==> config.mk <==
export PLATFORM = sky130hd
export DESIGN_NAME = tia_audio_channel
export DESIGN_NICKNAME = d
export VERILOG_FILES = /design/src/rtl/tia_audio_pkg.sv /design/src/rtl/aud_freq_divider.sv /design/src/rtl/tia_audio_channel.sv
export SDC_FILE = /design/constraint.sdc
export NUM_CORES = 1
export LEC_CHECK = 0
export ABC_AREA = 1
export BUFFER_PORTS_ARGS = -buffer_cell sky130_fd_sc_hd__buf_2
export CORE_ASPECT_RATIO = 0.6
export CORE_MARGIN = 1.5
export CORE_UTILIZATION = 55
export CTS_CLUSTER_SIZE = 10
export DETAILED_ROUTE_END_ITERATION = 10
export PLACE_DENSITY_LB_ADDON = 0.05
export SLEW_MARGIN = 0
export SYNTH_ARGS = -nofsm -noshare
export SYNTH_HDL_FRONTEND = slang
export SYNTH_HIERARCHICAL = 1
export SYNTH_SLANG_ARGS = --single-unit
==> constraint.sdc <==
create_clock -name clk -period 2.06 [get_ports clk]
set_input_delay 0.412 -clock clk [delete_from_list [all_inputs] [get_ports clk]]
set_output_delay 0.412 -clock clk [all_outputs]
set_load 0.02 [all_outputs]
==> src/rtl/tia_audio_pkg.sv <==
// rtl/tia_audio_pkg.sv - shared constants and types for the TIA audio channel
package tia_audio_pkg;

  localparam int AUDC_W = 4;
  localparam int AUDF_W = 5;
  localparam int AUDV_W = 4;

  localparam logic [1:0] ADDR_AUDC = 2'd0;
  localparam logic [1:0] ADDR_AUDF = 2'd1;
  localparam logic [1:0] ADDR_AUDV = 2'd2;
  localparam logic [1:0] ADDR_CLR  = 2'd3;

  typedef enum logic {
    HS_EMPTY = 1'b0,
    HS_FULL  = 1'b1
  } hs_state_t;

endpackage

==> src/rtl/aud_freq_divider.sv <==
// rtl/aud_freq_divider.sv - audio tick prescaler and AUDF frequency counter
module aud_freq_divider
  import tia_audio_pkg::*;
#(
  parameter int TICK_DIV = 114
) (
  input  logic              clk,
  input  logic              rst_n,
  input  logic [AUDF_W-1:0] audf,
  output logic              poly_step
);

  localparam logic [7:0] PRE_LAST = 8'(TICK_DIV - 1);

  logic [7:0]        pre_cnt;
  logic              tick;
  logic [AUDF_W-1:0] fcnt;

  // Prescaler wraps at TICK_DIV-1; tick is registered so the first one lands TICK_DIV cycles after reset
  always_ff @(posedge clk) begin
    if (!rst_n) begin
      pre_cnt <= 8'd0;
      tick    <= 1'b0;
    end else begin
      tick    <= (pre_cnt == PRE_LAST);
      pre_cnt <= (pre_cnt == PRE_LAST) ? 8'd0 : pre_cnt + 8'd1;
    end
  end

  // Frequency counter; >= compare so lowering AUDF below fcnt wraps on the next tick
  always_ff @(posedge clk) begin
    if (!rst_n) begin
      fcnt      <= '0;
      poly_step <= 1'b0;
    end else begin
      poly_step <= 1'b0;
      if (tick) begin
        if (fcnt >= audf) begin
          fcnt      <= '0;
          poly_step <= 1'b1;
        end else begin
          fcnt <= fcnt + 5'd1;
        end
      end
    end
  end

endmodule

==> src/rtl/tia_audio_channel.sv <==
// rtl/tia_audio_channel.sv - TIA audio channel: registers, sample generation, output handshake
module tia_audio_channel
  import tia_audio_pkg::*;
#(
  parameter int AUD_TICK_DIV = 114
) (
  input  logic              clk,
  input  logic              rst_n,
  input  logic              wr_en,
  input  logic [1:0]        wr_addr,
  input  logic [4:0]        wr_data,
  input  logic              poly_bit,
  output logic              poly_step,
  output logic [AUDC_W-1:0] audc_out,
  output logic [AUDV_W-1:0] sample_data,
  output logic              sample_valid,
  input  logic              sample_ready,
  output logic              overrun
);

  logic [AUDC_W-1:0] audc;
  logic [AUDF_W-1:0] audf;
  logic [AUDV_W-1:0] audv;
  logic              out_bit;
  logic              new_sample;
  logic [AUDV_W-1:0] sample_next;
  logic              clr_overrun;
  hs_state_t         state;

  assign audc_out    = audc;
  assign clr_overrun = wr_en && (wr_addr == ADDR_CLR);

  aud_freq_divider #(
    .TICK_DIV(AUD_TICK_DIV)
  ) u_div (
    .clk      (clk),
    .rst_n    (rst_n),
    .audf     (audf),
    .poly_step(poly_step)
  );

  // Register file; the reserved address only clears overrun
  always_ff @(posedge clk) begin
    if (!rst_n) begin
      audc <= '0;
      audf <= '0;
      audv <= '0;
    end else if (wr_en) begin
      case (wr_addr)
        ADDR_AUDC: audc <= wr_data[AUDC_W-1:0];
        ADDR_AUDF: audf <= wr_data[AUDF_W-1:0];
        ADDR_AUDV: audv <= wr_data[AUDV_W-1:0];
        default:   ;
      endcase
    end
  end

  // Capture the pre-shift poly bit on each step; the sample is built the cycle after
  always_ff @(posedge clk) begin
    if (!rst_n) begin
      out_bit    <= 1'b0;
      new_sample <= 1'b0;
    end else begin
      new_sample <= poly_step;
      if (poly_step) out_bit <= poly_bit;
    end
  end

  // AUDC=0 is a DC level; otherwise the captured bit gates the volume
  always_comb begin
    sample_next = '0;
    if (audc == '0 || out_bit) sample_next = audv;
  end

  // Single-slot output buffer; overwrite without acceptance raises sticky overrun
  always_ff @(posedge clk) begin
    if (!rst_n) begin
      state        <= HS_EMPTY;
      sample_data  <= '0;
      sample_valid <= 1'b0;
      overrun      <= 1'b0;
    end else begin
      if (clr_overrun) overrun <= 1'b0;
      case (state)
        HS_EMPTY: begin
          if (new_sample) begin
            sample_data  <= sample_next;
            sample_valid <= 1'b1;
            state        <= HS_FULL;
          end
        end
        HS_FULL: begin
          if (new_sample) begin
            sample_data <= sample_next;
            if (!sample_ready) overrun <= 1'b1;
          end else if (sample_ready) begin
            sample_valid <= 1'b0;
            state        <= HS_EMPTY;
          end
        end
      endcase
    end
  end

endmodule

# After elaboration in Yosys (flattened, before gate mapping)
# Index checks and enable logic that the tools add are counted.
# W data, S select, Z words.
# totals
inputBits,12
word_cells,51
output_inout_bits,11
regBits,37
# classes
reduce_logical,10
addsub,2
bitwise,2
n_eq_ne,7
mux,16
order_cmp,1
# op_table
cell,n
$mux W1,11
$add A8 B1 Y8 const B,1
$eq A8 B7 Y1 const B,1
$mux W4,2
$reduce_and A2 Y1,4
$ne A2 B2 Y1 const B,3
$add A5 B1 Y5 const B,1
$ge A5 B5 Y1,1
$mux W5,1
$eq A2 B2 Y1 const B,2
$logic_not A4 Y1,1
$pmux W1 S2,2
$reduce_and A3 Y1,1
$eq A2 B1 Y1 const B,1
$logic_not A2 Y1,1
$not A1 Y1,2
$reduce_or A2 Y1,1
$logic_and A1 B1 Y1,1
$logic_or A1 B1 Y1,1

# Depth between registers and ports, before layout
# logic_depth
word_depth,6
ltp_mapped,9
ltp_nobuf,9

# Hierarchy
# The synthesis kept the hierarchy.
# modules_own_cells
module,seq_area_each_um2,cells_each,instances,area_each_um2
tia_audio_channel,440.4,107,1,818.3
aud_freq_divider,300.3,97,1,792.0

# Worst setup path before layout
# OpenSTA, ideal clock, no wires.
# synth_path
path_type,reg2reg
startpoint,register u_div.fcnt[0]
endpoint,register u_div.fcnt[0]
t_required_ps,1944
arrival_time_ps,1121
stages_incl_launch_ff,10
period_less_slack_ps,1237
n_path_buf,0
slack_ps,823
setup_time_ps,116
cell_sequence,dfxtp_1 > inv_1 > ha_1 > inv_1 > a21oi_1 > nand2_1 > nand3_1 > nand2_1 > nand2_1 > nor2_1
# synth_between
elab_chain_cells,2
elab_cells_between_ends,3
classes_between,1 x add/sub; 1 x order compare; 1 x mux
# synth_lines
element,line_no,rtl
"start, declared",aud_freq_divider.sv:17,logic [AUDF_W-1:0] fcnt;
"start signal, assigned",aud_freq_divider.sv:42,fcnt <= fcnt + 5'd1;
$add A5 B1 Y5 or $ge A5 B5 Y1 (tied branches),"aud_freq_divider.sv:42, aud_freq_divider.sv:38",
$mux W5 *,aud_freq_divider.sv:38,if (fcnt >= audf) begin
# Mark *: on every way between the ends. The rest lies on a longest branch, timed or not.
# A chain may end at the register's enable or synchronous reset.

# Worst setup path after layout
# layout_path
startpoint,register u_div.fcnt[0]
endpoint,register u_div.fcnt[4]
# Same word-level chain as after synthesis.

==> key figures <==
Floorplan
  • Std cell rows: 14
  • Die area: 3270 µm²
  • Die width: 72.9 µm
  • Die height: 44.9 µm
  • IO Count: 23
  • Starting Density: 0.609
  • Core Area: 2650 µm²

Clocking
  • Root Buffer: clkbuf_8
  • Clk Latency, worst-skew pair: 0.29 ns
  • Post-CTS Setup Inserts: 0
  • CTS H-tree lvls: 2
  • TritonCTS clock tree: done
  • CTS Buffer Depth: 2
  • Cts bufs inserted: 5
  • Cts hold-fix bufs: 0
  • Post-cts sizing count: 0
  • Reg clk slew, reported paths: 0.07 ns
  • CTS sink count: 37

Synthesis
  • Syn nets: 224
  • Xor/xnor share of the synthesized area: 0.0272
  • Post-Synth Simple-Gate Area: 0.269
  • Post-Synth Adder-Cell Area: 0.0622
  • Syn Area/Cell: 7.89 µm²
  • Register bit total from synthesis: 37
  • Main combinational cell family by area after synthesis: simple AND/OR/NAND/NOR gates
  • Synth cell types: 22
  • Post-synth design cell area: 1610 µm²
  • Multiplexer area fraction after synthesis: 0.00622
  • Synth Area in Compound Gates: 0.102
  • Top cell type by total area after synthesis: dfxtp_1
  • Top post-synthesis cells by area: dfxtp_1, nor2_1, ha_1
  • Seq/Total Area, Yosys: 0.460
  • Cell count after synthesis: 204
  • Share of the synthesized area in the top cell type: 0.460
  • Synth warn: 6

Worst hold path
  • Min-Delay Path Class: in -> reg

Job
  • # Max-Cap Violations: 0

STA
  • Worst-margin pin slew: 0.334 ns
  • Tmin final: 1.41 ns
  • Hold slack: 0.344 ns
  • Max Slew Vio Count: 0
  • Finish-stage setup viols: 0
  • Post-Route Skew: 0.00731 ns
  • F_max: 708 MHz
  • Unrepaired setup endpoints after global routing: false
  • Setup_tns: 0 ns
  • Final hold violations: 0
  • Final critical-path share of the clock period: 0.686
  • Slew margin rel.: 0.777

Critical path
  • CP dominant cell by count: nand2_1
  • Arrival time at the worst endpoint: 1.60 ns
  • CP max stage delay: 0.39 ns
  • WP data required: 2.24 ns
  • Setup CP Type: reg -> reg
  • Worst-path maximum fanout: 5
  • Crit. End Element: flop
  • Critical Path Start Type: flop
  • Slowest cell on the critical path: dfxtp_1
  • Critical-path cell list: inv_1, ha_1, inv_1, a21oi_1, nand2_1, nand3_1, nand2_1, nand2_1, nor2_1
  • CP delay by family, top: simple AND/OR/NAND/NOR gates
  • Crit path buf inv count: 2

Placed design
  • Buffers on Ports: 22
  • Global placer's final weighted congestion: 0.820
  • Final HPWL DP: 2160 µm
  • Placement Cell Area: 1750 µm²

Drt
  • Vias: 1280
  • Router iterations before antenna repair: 4
  • Remaining DRCs: 0
  • First DRT Iteration DRCs: 65
  • Routed WL: 2870 µm
  • Antenna-violating nets left: 0
  • Routed WL per cell: 10.7 µm
  • Post-DR vias/cell: 4.76

Cells and area
  • Filler Cells Inserted: 216
  • Share of cells above drive strength 1: 0.210
  • Final nets: 249
  • Final instance area: 1840 µm²
  • Finished Core Util: 0.697
  • Antenna diode count: 0
  • Layout area overhead: 14.5%

Run status
  • Status: finished clean

GRT
  • GR Overflow Total: 0
  • First-pass GRT wire length: 5020 µm
  • Initial antenna violation count: 0
  • Pin count of the biggest net entering global routing: 24
  • Vias in the first global route: 1201
  • Total track usage: 0.209

Power and ir drop
  • P_leak: 0.000836 µW
  • Sw Pwr: 325 µW
  • Switching Fraction: 0.239
  • Internal power: 1030 µW
  • Gate power share: 0.072
  • PwrDens: 737 nW/µm²
  • Sequential share of power: 0.550
  • Clock network fraction of design power: 0.378
  • Peak VDD IR: 0.509 mV
-- layer usage --
layer	up-vias	wire length, µm	share of wire	track usage
li1	690	-	-	-
met1	559	1450	0.50	0.255
met2	23	1220	0.43	0.336
met3	8	132	0.046	0.0670
met4	0	65	0.023	0.113
met5	-	0	0	0
-- cells by family (layout without fill, tap and decap cells) --
family          after synthesis  count (layout)
simple gates                 90              90
fa+ha+maj                     8               8
buf+inv                      31              56
xor+xnor                      5               5
compound gates               32              32
mux                           1               1
flops                        37              37
-- final timing paths --
kind | startpoint | endpoint | slack, ns | cells past startpoint
max | u_div/fcnt[0]$_SDFFE_PN0P_ | u_div/fcnt[4]$_SDFFE_PN0P_ | 0.65 | 9
min | wr_data[4] | audf[4]$_SDFFE_PN0P_ | 0.34 | 3
max reg2reg | u_div/fcnt[0]$_SDFFE_PN0P_ | u_div/fcnt[4]$_SDFFE_PN0P_ | 0.65 | 9
min reg2reg | u_div/poly_step$_SDFF_PN0_ | new_sample$_SDFF_PN0_ | 0.46 | 2
-- worst min-delay path, stage by stage --
cell	delay (ns)
buf_2	0.07
nor2_1	0.03
nor2_1	0.08
-- registers in the layout, summed over array words and instances (netlist names) --
name,flops
new_sample,1
u_div/tick,1
sample_valid,1
u_div/fcnt,5
sample_data,4
u_div/poly_step,1
audv,4
out_bit,1
state,1
audc_out,4
overrun,1
u_div/pre_cnt,8
audf,5
-- through the flow --
| stage | setup WS, ns | cells | total power [µW] |
|---|---|---|---|
| finish | 0.647 | 269 | 1360 |
| global route | 0.430 | 269 | 1420 |
| CTS | 0.649 | 269 | 1380 |
| detailed placement | 0.660 | 262 | 861 |
| global placement | 0.755 | 262 | 856 |
| floorplan | 0.823 | 204 | 826 |
-- final cells by class --
cell class,instances,area [µm²],share of cell area
Inverter,27,101,0.0550
Sequential cell,37,741,0.402
Timing Repair Buffer,22,110,0.0597
Multi-Input combinational cell,136,751,0.407
Clock buffer,6,82.6,0.0448
Clock inverter,1,7.51,0.00407
Tap cell,40,50.0,0.0272
-- cell usage after synthesis --
master and number:
nand3_2 4, nand2_2 3, nand4_1 4, nor3b_2 2
inv_1 23, nor2_2 2, mux2i_1 1, nor3_4 1
a21oi_1 12, ha_1 8, nand2_1 24, inv_2 4
dfxtp_1 37, nor2_1 46, xnor2_1 2, a21oi_2 1
nand3_1 2, buf_2 2, clkbuf_1 2, o21ai_0 19
xor2_1 3, nor2_4 2
-- power by group through the flow --
stage | Sequential [µW] | Combinational (µW) | Clock (µW)
finish | 747 | 97.8 | 513
global route | 749 | 113 | 556
global placement | 762 | 94.6 | 0
CTS | 747 | 98.7 | 529
detailed placement | 763 | 98.2 | 0
floorplan | 765 | 60.8 | 0
-- cell usage in the layout (no fill, tap or decap), drive strengths merged --
cell      instances
nor2             50
dfxtp            37
nand2            27
inv              27
buf              22
o21ai            19
a21oi            13
ha                8
clkbuf            6
nand3             6
nand4             4
xor2              3
nor3b             2
xnor2             2
clkinvlp          1
nor3              1
mux2i             1
(Power assumes the default switching activity.)
